==> src/rtl/invert_pipe_if.sv <==
// Valid/ready stream bundle for invert_pipe: input beat (data + mask) and output beat.
interface invert_pipe_if #(
    parameter int unsigned WIDTH = 8
);
    logic             in_valid;
    logic             in_ready;
    logic [WIDTH-1:0] in_data;
    logic [WIDTH-1:0] in_mask;
    logic             out_valid;
    logic             out_ready;
    logic [WIDTH-1:0] out_data;

    modport slave (
        input  in_valid, in_data, in_mask, out_ready,
        output in_ready, out_valid, out_data
    );

    modport master (
        output in_valid, in_data, in_mask, out_ready,
        input  in_ready, out_valid, out_data
    );
endinterface

==> src/rtl/invert_pipe.sv <==
// Pipelined per-lane conditional inverter built from NAND-only XOR cells,
// with a behavioural shadow path compared at the output handshake.
module invert_pipe #(
    parameter int unsigned    WIDTH      = 8,
    parameter int unsigned    STAGES     = 2,
    parameter int unsigned    CNT_W      = 8,
    // Bits XORed onto the gate result as it enters stage 0; nonzero only to exercise the checker
    parameter logic [WIDTH-1:0] ERR_INJECT = '0
) (
    input  logic             clk,
    input  logic             rst,
    invert_pipe_if.slave     bus,
    input  logic             clr_err,
    output logic             mismatch,
    output logic [CNT_W-1:0] mismatch_count,
    output logic             busy
);

    logic [WIDTH-1:0]  w_nand_dm;
    logic [WIDTH-1:0]  w_nand_dn;
    logic [WIDTH-1:0]  w_nand_mn;
    logic [WIDTH-1:0]  w_gate;
    logic [WIDTH-1:0]  w_shadow;
    logic [STAGES-1:0] w_ready;
    logic              w_bad;

    logic [STAGES-1:0] r_valid;
    logic [WIDTH-1:0]  r_gate   [STAGES];
    logic [WIDTH-1:0]  r_shadow [STAGES];
    logic              r_mismatch;
    logic [CNT_W-1:0]  r_mismatch_count;

    // Four-NAND XOR per lane, plus the behavioural reference
    for (genvar g = 0; g < WIDTH; g++) begin : g_lane
        assign w_nand_dm[g] = ~(bus.in_data[g] & bus.in_mask[g]);
        assign w_nand_dn[g] = ~(bus.in_data[g] & w_nand_dm[g]);
        assign w_nand_mn[g] = ~(bus.in_mask[g] & w_nand_dm[g]);
        assign w_gate[g]    = ~(w_nand_dn[g] & w_nand_mn[g]);
        assign w_shadow[g]  = bus.in_mask[g] ? ~bus.in_data[g] : bus.in_data[g];
    end

    // Ready ripples back from the consumer so a full pipe can drain and fill together
    always_comb begin
        w_ready                  = '0;
        w_ready[STAGES-1]        = !r_valid[STAGES-1] || bus.out_ready;
        for (int i = int'(STAGES) - 2; i >= 0; i--) begin
            w_ready[i] = !r_valid[i] || w_ready[i+1];
        end
    end

    always_ff @(posedge clk or posedge rst) begin
        if (rst) begin
            r_valid <= '0;
            for (int i = 0; i < int'(STAGES); i++) begin
                r_gate[i]   <= '0;
                r_shadow[i] <= '0;
            end
        end else begin
            if (w_ready[0]) begin
                r_valid[0] <= bus.in_valid;
                if (bus.in_valid) begin
                    r_gate[0]   <= w_gate ^ ERR_INJECT;
                    r_shadow[0] <= w_shadow;
                end
            end
            for (int i = 1; i < int'(STAGES); i++) begin
                if (w_ready[i]) begin
                    r_valid[i] <= r_valid[i-1];
                    if (r_valid[i-1]) begin
                        r_gate[i]   <= r_gate[i-1];
                        r_shadow[i] <= r_shadow[i-1];
                    end
                end
            end
        end
    end

    assign w_bad = r_valid[STAGES-1] && bus.out_ready
                   && (r_gate[STAGES-1] != r_shadow[STAGES-1]);

    // A clear coinciding with a bad beat leaves that beat counted
    always_ff @(posedge clk or posedge rst) begin
        if (rst) begin
            r_mismatch       <= 1'b0;
            r_mismatch_count <= '0;
        end else if (clr_err) begin
            r_mismatch       <= w_bad;
            r_mismatch_count <= w_bad ? CNT_W'(1) : '0;
        end else if (w_bad) begin
            r_mismatch <= 1'b1;
            if (!(&r_mismatch_count)) begin
                r_mismatch_count <= r_mismatch_count + CNT_W'(1);
            end
        end
    end

    assign bus.in_ready    = w_ready[0];
    assign bus.out_valid   = r_valid[STAGES-1];
    assign bus.out_data    = r_gate[STAGES-1];
    assign mismatch        = r_mismatch;
    assign mismatch_count  = r_mismatch_count;
    assign busy            = |r_valid;

endmodule

==> src/flat_wrapper.sv <==
// flat-port wrapper written by rule: the top's interface ports become plain ports
module invert_pipe_flat 
#(
    parameter int unsigned    WIDTH      = 8,
    parameter int unsigned    STAGES     = 2,
    parameter int unsigned    CNT_W      = 8,
                                                                                                 
    parameter logic [WIDTH-1:0] ERR_INJECT = '0
)
  (clk, rst, clr_err, mismatch, mismatch_count, busy, bus_in_valid, bus_in_data, bus_in_mask, bus_out_ready, bus_in_ready, bus_out_valid, bus_out_data);
  invert_pipe_if #(.WIDTH(WIDTH)) bus_i ();
  input  logic clk;
  input  logic rst;
  input  logic clr_err;
  output logic mismatch;
  output logic [CNT_W-1:0] mismatch_count;
  output logic busy;
  input wire logic [$bits(bus_i.in_valid)-1:0] bus_in_valid;
  input wire logic [$bits(bus_i.in_data)-1:0] bus_in_data;
  input wire logic [$bits(bus_i.in_mask)-1:0] bus_in_mask;
  input wire logic [$bits(bus_i.out_ready)-1:0] bus_out_ready;
  output wire logic [$bits(bus_i.in_ready)-1:0] bus_in_ready;
  output wire logic [$bits(bus_i.out_valid)-1:0] bus_out_valid;
  output wire logic [$bits(bus_i.out_data)-1:0] bus_out_data;
  assign bus_i.in_valid = bus_in_valid;
  assign bus_i.in_data = bus_in_data;
  assign bus_i.in_mask = bus_in_mask;
  assign bus_i.out_ready = bus_out_ready;
  assign bus_in_ready = bus_i.in_ready;
  assign bus_out_valid = bus_i.out_valid;
  assign bus_out_data = bus_i.out_data;
  invert_pipe #(.WIDTH(WIDTH), .STAGES(STAGES), .CNT_W(CNT_W), .ERR_INJECT(ERR_INJECT)) u_core (.clk(clk), .rst(rst), .bus(bus_i), .clr_err(clr_err), .mismatch(mismatch), .mismatch_count(mismatch_count), .busy(busy));
endmodule
==> config.mk <==
export PLATFORM = sky130hd
export DESIGN_NAME = invert_pipe_flat
export DESIGN_NICKNAME = d
export VERILOG_FILES = /design/src/rtl/invert_pipe_if.sv /design/src/rtl/invert_pipe.sv /design/src/flat_wrapper.sv
export SDC_FILE = /design/constraint.sdc
export NUM_CORES = 1
export LEC_CHECK = 0
export BUFFER_PORTS_ARGS = -buffer_cell sky130_fd_sc_hd__buf_2
export CORE_MARGIN = 5
export CORE_UTILIZATION = 35
export DETAILED_ROUTE_END_ITERATION = 8
export PLACE_DENSITY = 0.57
export SETUP_SLACK_MARGIN = 0.5
export SLEW_MARGIN = 20
export SYNTH_ARGS = -nofsm -noshare
export SYNTH_HDL_FRONTEND = slang
export SYNTH_SLANG_ARGS = --single-unit
==> constraint.sdc <==
create_clock -name clk -period 1.3 [get_ports clk]
set_clock_uncertainty 0.05 [all_clocks]
set_input_delay 0.26 -clock clk [delete_from_list [all_inputs] [get_ports clk]]
set_output_delay 0.26 -clock clk [all_outputs]
set_load 0.02 [all_outputs]
**After elaboration in Yosys (flattened, before gate mapping)**

Index checks and enable logic that the tools add are counted.

- Multipliers: 0
- Add/sub/neg operators: 1
- $lt $le $gt $ge: 0
- Div/mod/pow operators: 0
- Equal/unequal tests: 2
- Reductions and logical operators: 12
- Bitwise operators: 72
- Mux-type cells: 14
- Shift-type cells: 0

Operator list:

| operator | number |
|---|---|
| 1-bit inverter | 40 |
| 1-bit bitwise AND | 32 |
| 8-bit 2-to-1 mux | 3 |
| 1-bit 2-to-1 mux | 11 |
| 8-bit by 1-bit adder with 8-bit output, second input constant | 1 |
| 8-bit inequality test | 1 |
| 8-bit AND reduction | 1 |
| 2-bit AND reduction | 3 |
| 1-bit logical AND | 2 |
| 1-bit zero test | 2 |
| 1-bit logical OR | 2 |
| 2-bit inequality test, second input constant | 1 |
| 2-bit nonzero test | 1 |
| 2-bit OR reduction | 1 |

- Memory bits (writable): 0
- ROM bits: 0
- Bits in latches: 0
- Logic and storage cells: 109
- Memories kept: 0
- Output and inout bits: 20
- Bits in registers: 43

**Longest topological paths before layout**

- Depth in word-level cells: 6
- Depth in mapped cells: 3
- Gate-level depth less buffers: 3

**Worst setup path before layout**

Ideal clock, no wire load.

- Path kind: register to register
- Start point: reg u_core.r_valid[1]
- End point: reg u_core.r_gate[10] (netlist name)
- Required time: 1.122 ns
- Arrival: 1.194 ns
- Stages on the path, launching flop included: 4
- Buffers on the path: 0
- Setup slack: -0.071 ns
- Setup time: 0.128 ns
- Path through: dfrtp_1 -> nand3b_2 -> nand2_4 -> mux2_1

- Word-level cells in the longest chain between the ends: 4

RTL lines:

| what | line | text |
|---|---|---|
| start, declared | invert_pipe.sv:27 | `logic [STAGES-1:0] r_valid;` |
| start signal, assigned by index | invert_pipe.sv:68 | `r_valid[i] <= r_valid[i-1];` |
| 1-bit zero test | invert_pipe.sv:45 | `w_ready[STAGES-1] = !r_valid[STAGES-1] \|\| bus.out_ready;` |
| 1-bit logical OR | invert_pipe.sv:45 |  |
| 1-bit logical OR | invert_pipe.sv:47 | `w_ready[i] = !r_valid[i] \|\| w_ready[i+1];` |
| net bus_in_ready | flat_wrapper.sv:22 | `output wire logic [$bits(bus_i.in_ready)-1:0] bus_in_ready;` |
| 2-bit AND reduction (no source line) | n/a |  |
| end signal, assigned by index | invert_pipe.sv:70 | `r_gate[i] <= r_gate[i-1];` |
| end, declared | invert_pipe.sv:28 | `logic [WIDTH-1:0] r_gate [STAGES];` |

The timed path passes the listed nets, and every way through them passes these cells.
A chain may end at the register's enable or synchronous reset.

**Final worst setup path**

- Start point: reg u_core.r_valid[0]
- End point: out busy

- Word-level cells in the longest chain between the ends: 1

RTL lines:

| what | line | text |
|---|---|---|
| start signal, assigned | invert_pipe.sv:60 | `r_valid[0] <= bus.in_valid;` |
| start signal, assigned by index | invert_pipe.sv:68 |  |
| 2-bit OR reduction | invert_pipe.sv:102 | `assign busy = \|r_valid;` |
| end, declared | flat_wrapper.sv:17 | `output logic busy;` |

No other way between the ends.

==> results.yml <==
floorplanning:
  ios: 41
  die_area_um2: 4363
  num_rows: 20
  initial_core_util_pct: 36.32
  fp.coreArea_um2: 3028
  die_y_um: 66.06
  fp.dieW_um: 66.06
grt:
  grt_pass1_vias: 778
  grt_pass1_wl_um: 3574
  grt_overflow: 0
  antenna_found_initial: 0
  grt_max_degree: 28
  grt_usage_pct: 10.90
yosys:
  synth-warning-count: 0
  synth_seq_area_share_pct: 61.43
  syn_nets: 97
  synth.avg_cell_area_um2: 14.47
  ys_seq_elements: 27
  syn_area_um2: 1100
  netlist_instances: 76
  synthDistinctLibCells: 12
cts:
  clock_sinks: 27
  cts_buffer_depth: 2
  htreeDepth: 1
  cts_inserted_buffers: 3
  path_clk_slew_ns: 0.14
  cts_tree: "done"
  cts-root-buf: "clkbuf_4"
  clk_latency_ns: 0.32
detailed_routing:
  ant_nets: 0
  drt_iter0_markers: 10
  viasPerCell: 4.237
  dr_total_vias: 716
  drt-pass1-iter-count: 2
  wirelength_um: 2256
  wire_per_inst_um: 13.35
  drc: 0
flow_run:
  drv_cap: 0
run_status:
  violations: "negative hold slack, negative setup slack"
  status: "finished with violations"
sta:
  setup_ws_ns: -0.1387
  max_slew_margin_pct: 62.08
  setup_viol: 19
  final_max_slew_viol_count: 0
  tightest_slew_ns: 0.5676
  timing.fmax_mhz: 695.1
  rsz0062_at_grt: "true"
  hold_ws_ns: -0.08212
  finalHoldViolCount: 27
  fin_crit_ns: 1.439
  fin_crit_sh_pct: 110.7
final_layout:
  antenna_cells: 0
  multi_input_area_um2: 469.2
  mostFrequentLayoutCell: "dfrtp_1"
  mostFrequentLayoutCells: "26 x dfrtp_1, 25 x buf_6, 20 x buf_2, 16 x mux2_4, 9 x nor2b_1"
  nets: 147
  n_fill_cell: 273
  syn2layout_area_growth_pct: 52.56
  drive_gt1_share_pct: 64.80
  ff_latch_area_um2: 676.9
setup_path:
  critPathKind: "register to output pin"
  crit_family: "flip-flops"
  worstSetupEndpointType: "output pin"
  critical_path_buf_inv_count: 1
  cpMaxStageDelayCell: "dfrtp_1"
  crit_chain: "or2_4 -> buf_6"
  start_kind: "register"
  critPathMaxStageDelay_ns: 0.43
  arrival_ns: 1.13
  crit_fanout: 3
  worstPathRequired_ns: 0.99
power_and_ir_drop:
  p_int_mw: 1.563
  switching_share_pct: 28.22
  p_leak_nw: 0.8589
  combPwrFrac_pct: 35.1
  clock_power_share_pct: 16.1
  power.total_mw: 2.178
  pwr-share-seq_pct: 48.8
  power_density_nw_per_um2: 1298
  switchingPower_mw: 0.6146
  peakVddDrop_mv: 0.4800
place:
  detailedPlace.worstSlack_ns: 0.04639
  port_buffers: 40
  gp_congestion: 0.6477
hold_path:
  hold_class: "primary input to async pin"
-- area by class of cell --
type,instances,area share (%)
Tap cell,44,3.281
Sequential cell,27,40.34
Multi-Input combinational cell,40,27.96
Clock inverter,1,0.2983
Timing Repair Buffer,53,26.32
Clock buffer,3,1.342
Inverter,1,0.4474
-- cell usage after synthesis --
cell,n,area (µm²)
nand3b_2,1,11.26
nand2_4,1,11.26
nand2_2,1,6.260
mux2_2,8,90.09
buf_4,8,60.06
dfrtp_1,27,675.7
mux2_1,8,90.09
or2_2,1,6.260
xor2_1,8,70.07
inv_1,1,3.750
nor2b_1,9,56.30
nand2b_1,3,18.77
-- final timing paths --
| check | from | endpoint | slack, ns | depth (start not counted) |
|---|---|---|---|---|
| hold / removal | rst | u_core.mismatch_count[1] | -0.08 | 2 |
| min in group clk | clr_err | u_core.mismatch_count[1] | 0.14 | 2 |
| setup reg to reg | u_core.r_valid[0] | u_core.r_gate[11] | -0.04 | 5 |
| setup / recovery | u_core.r_valid[0] | busy | -0.14 | 2 |
| hold reg to reg | u_core.r_gate[11] | u_core.bus.out_data[3] | 0.47 | 1 |
| max in group asynchronous | rst | u_core.r_valid[1] | 0.93 | 2 |
-- registers in the layout (all words and copies together), names as in the netlist --
| signal | count |
|---|---|
| u_core.bus.out_data | 8 |
| u_core.mismatch_count | 8 |
| u_core.r_gate | 7 |
| u_core.r_valid | 2 |
| u_core.mismatch | 1 |
| u_core.r_shadow | 1 |
-- kinds of logic (layout without fill, tap and decap cells) --
kind of cell  Yosys count  after routing  synth area share, %
flops                  27             27                61.43
mux                    16             16                16.38
simple gates           16             16                10.01
buf+inv                 9             58                5.802
xor+xnor                8              8                6.371
-- metal layers --
layer	share of wire [%]	up-vias	track usage, %
met3	7.2	2	3.061
met4	0.62	0	3.807
met5	0	-	0
met2	48	31	17.90
li1	-	334	-
met1	44	349	13.69
-- per-stage QoR --
step           cells  hold slack, ns  utilization [%]  cell area, µm²  setup TNS (ns)
2_1_floorplan     76          0.1069                -            1144               0
3_3_place_gp     152          0.2866            43.22            1309               0
3_5_place_dp     152          0.2983            43.22            1309               0
4_1_cts          162        -0.07534            53.18            1610         -0.3938
5_1_grt          169        -0.03972            55.41            1678          -1.592
6_report         169        -0.08212            55.41            1678         -0.7519
-- power groups by stage --
| stage | registers (mW) | logic [mW] | clock network (mW) |
|---|---|---|---|
| after floorplan | 1.05 | 0.440 | 0 |
| after global placement | 1.05 | 0.425 | 0 |
| after detailed placement | 1.06 | 0.430 | 0 |
| after CTS | 1.07 | 0.683 | 0.367 |
| after global routing | 1.08 | 0.811 | 0.390 |
| final | 1.06 | 0.765 | 0.351 |
-- repair_timing --
item,CTS,global route
gates resized for setup,64,3
endpoints found under the setup margin,36,38
setup buffers,6,7
hold endpoints to repair,27,27
pin swaps,3,1
-- worst register-to-register path, cell delays in order, from the launching register on --
cell and delay [ns]:
dfrtp_1 0.40, buf_4 0.13, nand3b_4 0.09, buf_6 0.14, nand2_8 0.11, mux2_4 0.31
No activity file was read; power rests on OpenSTA's default activity.
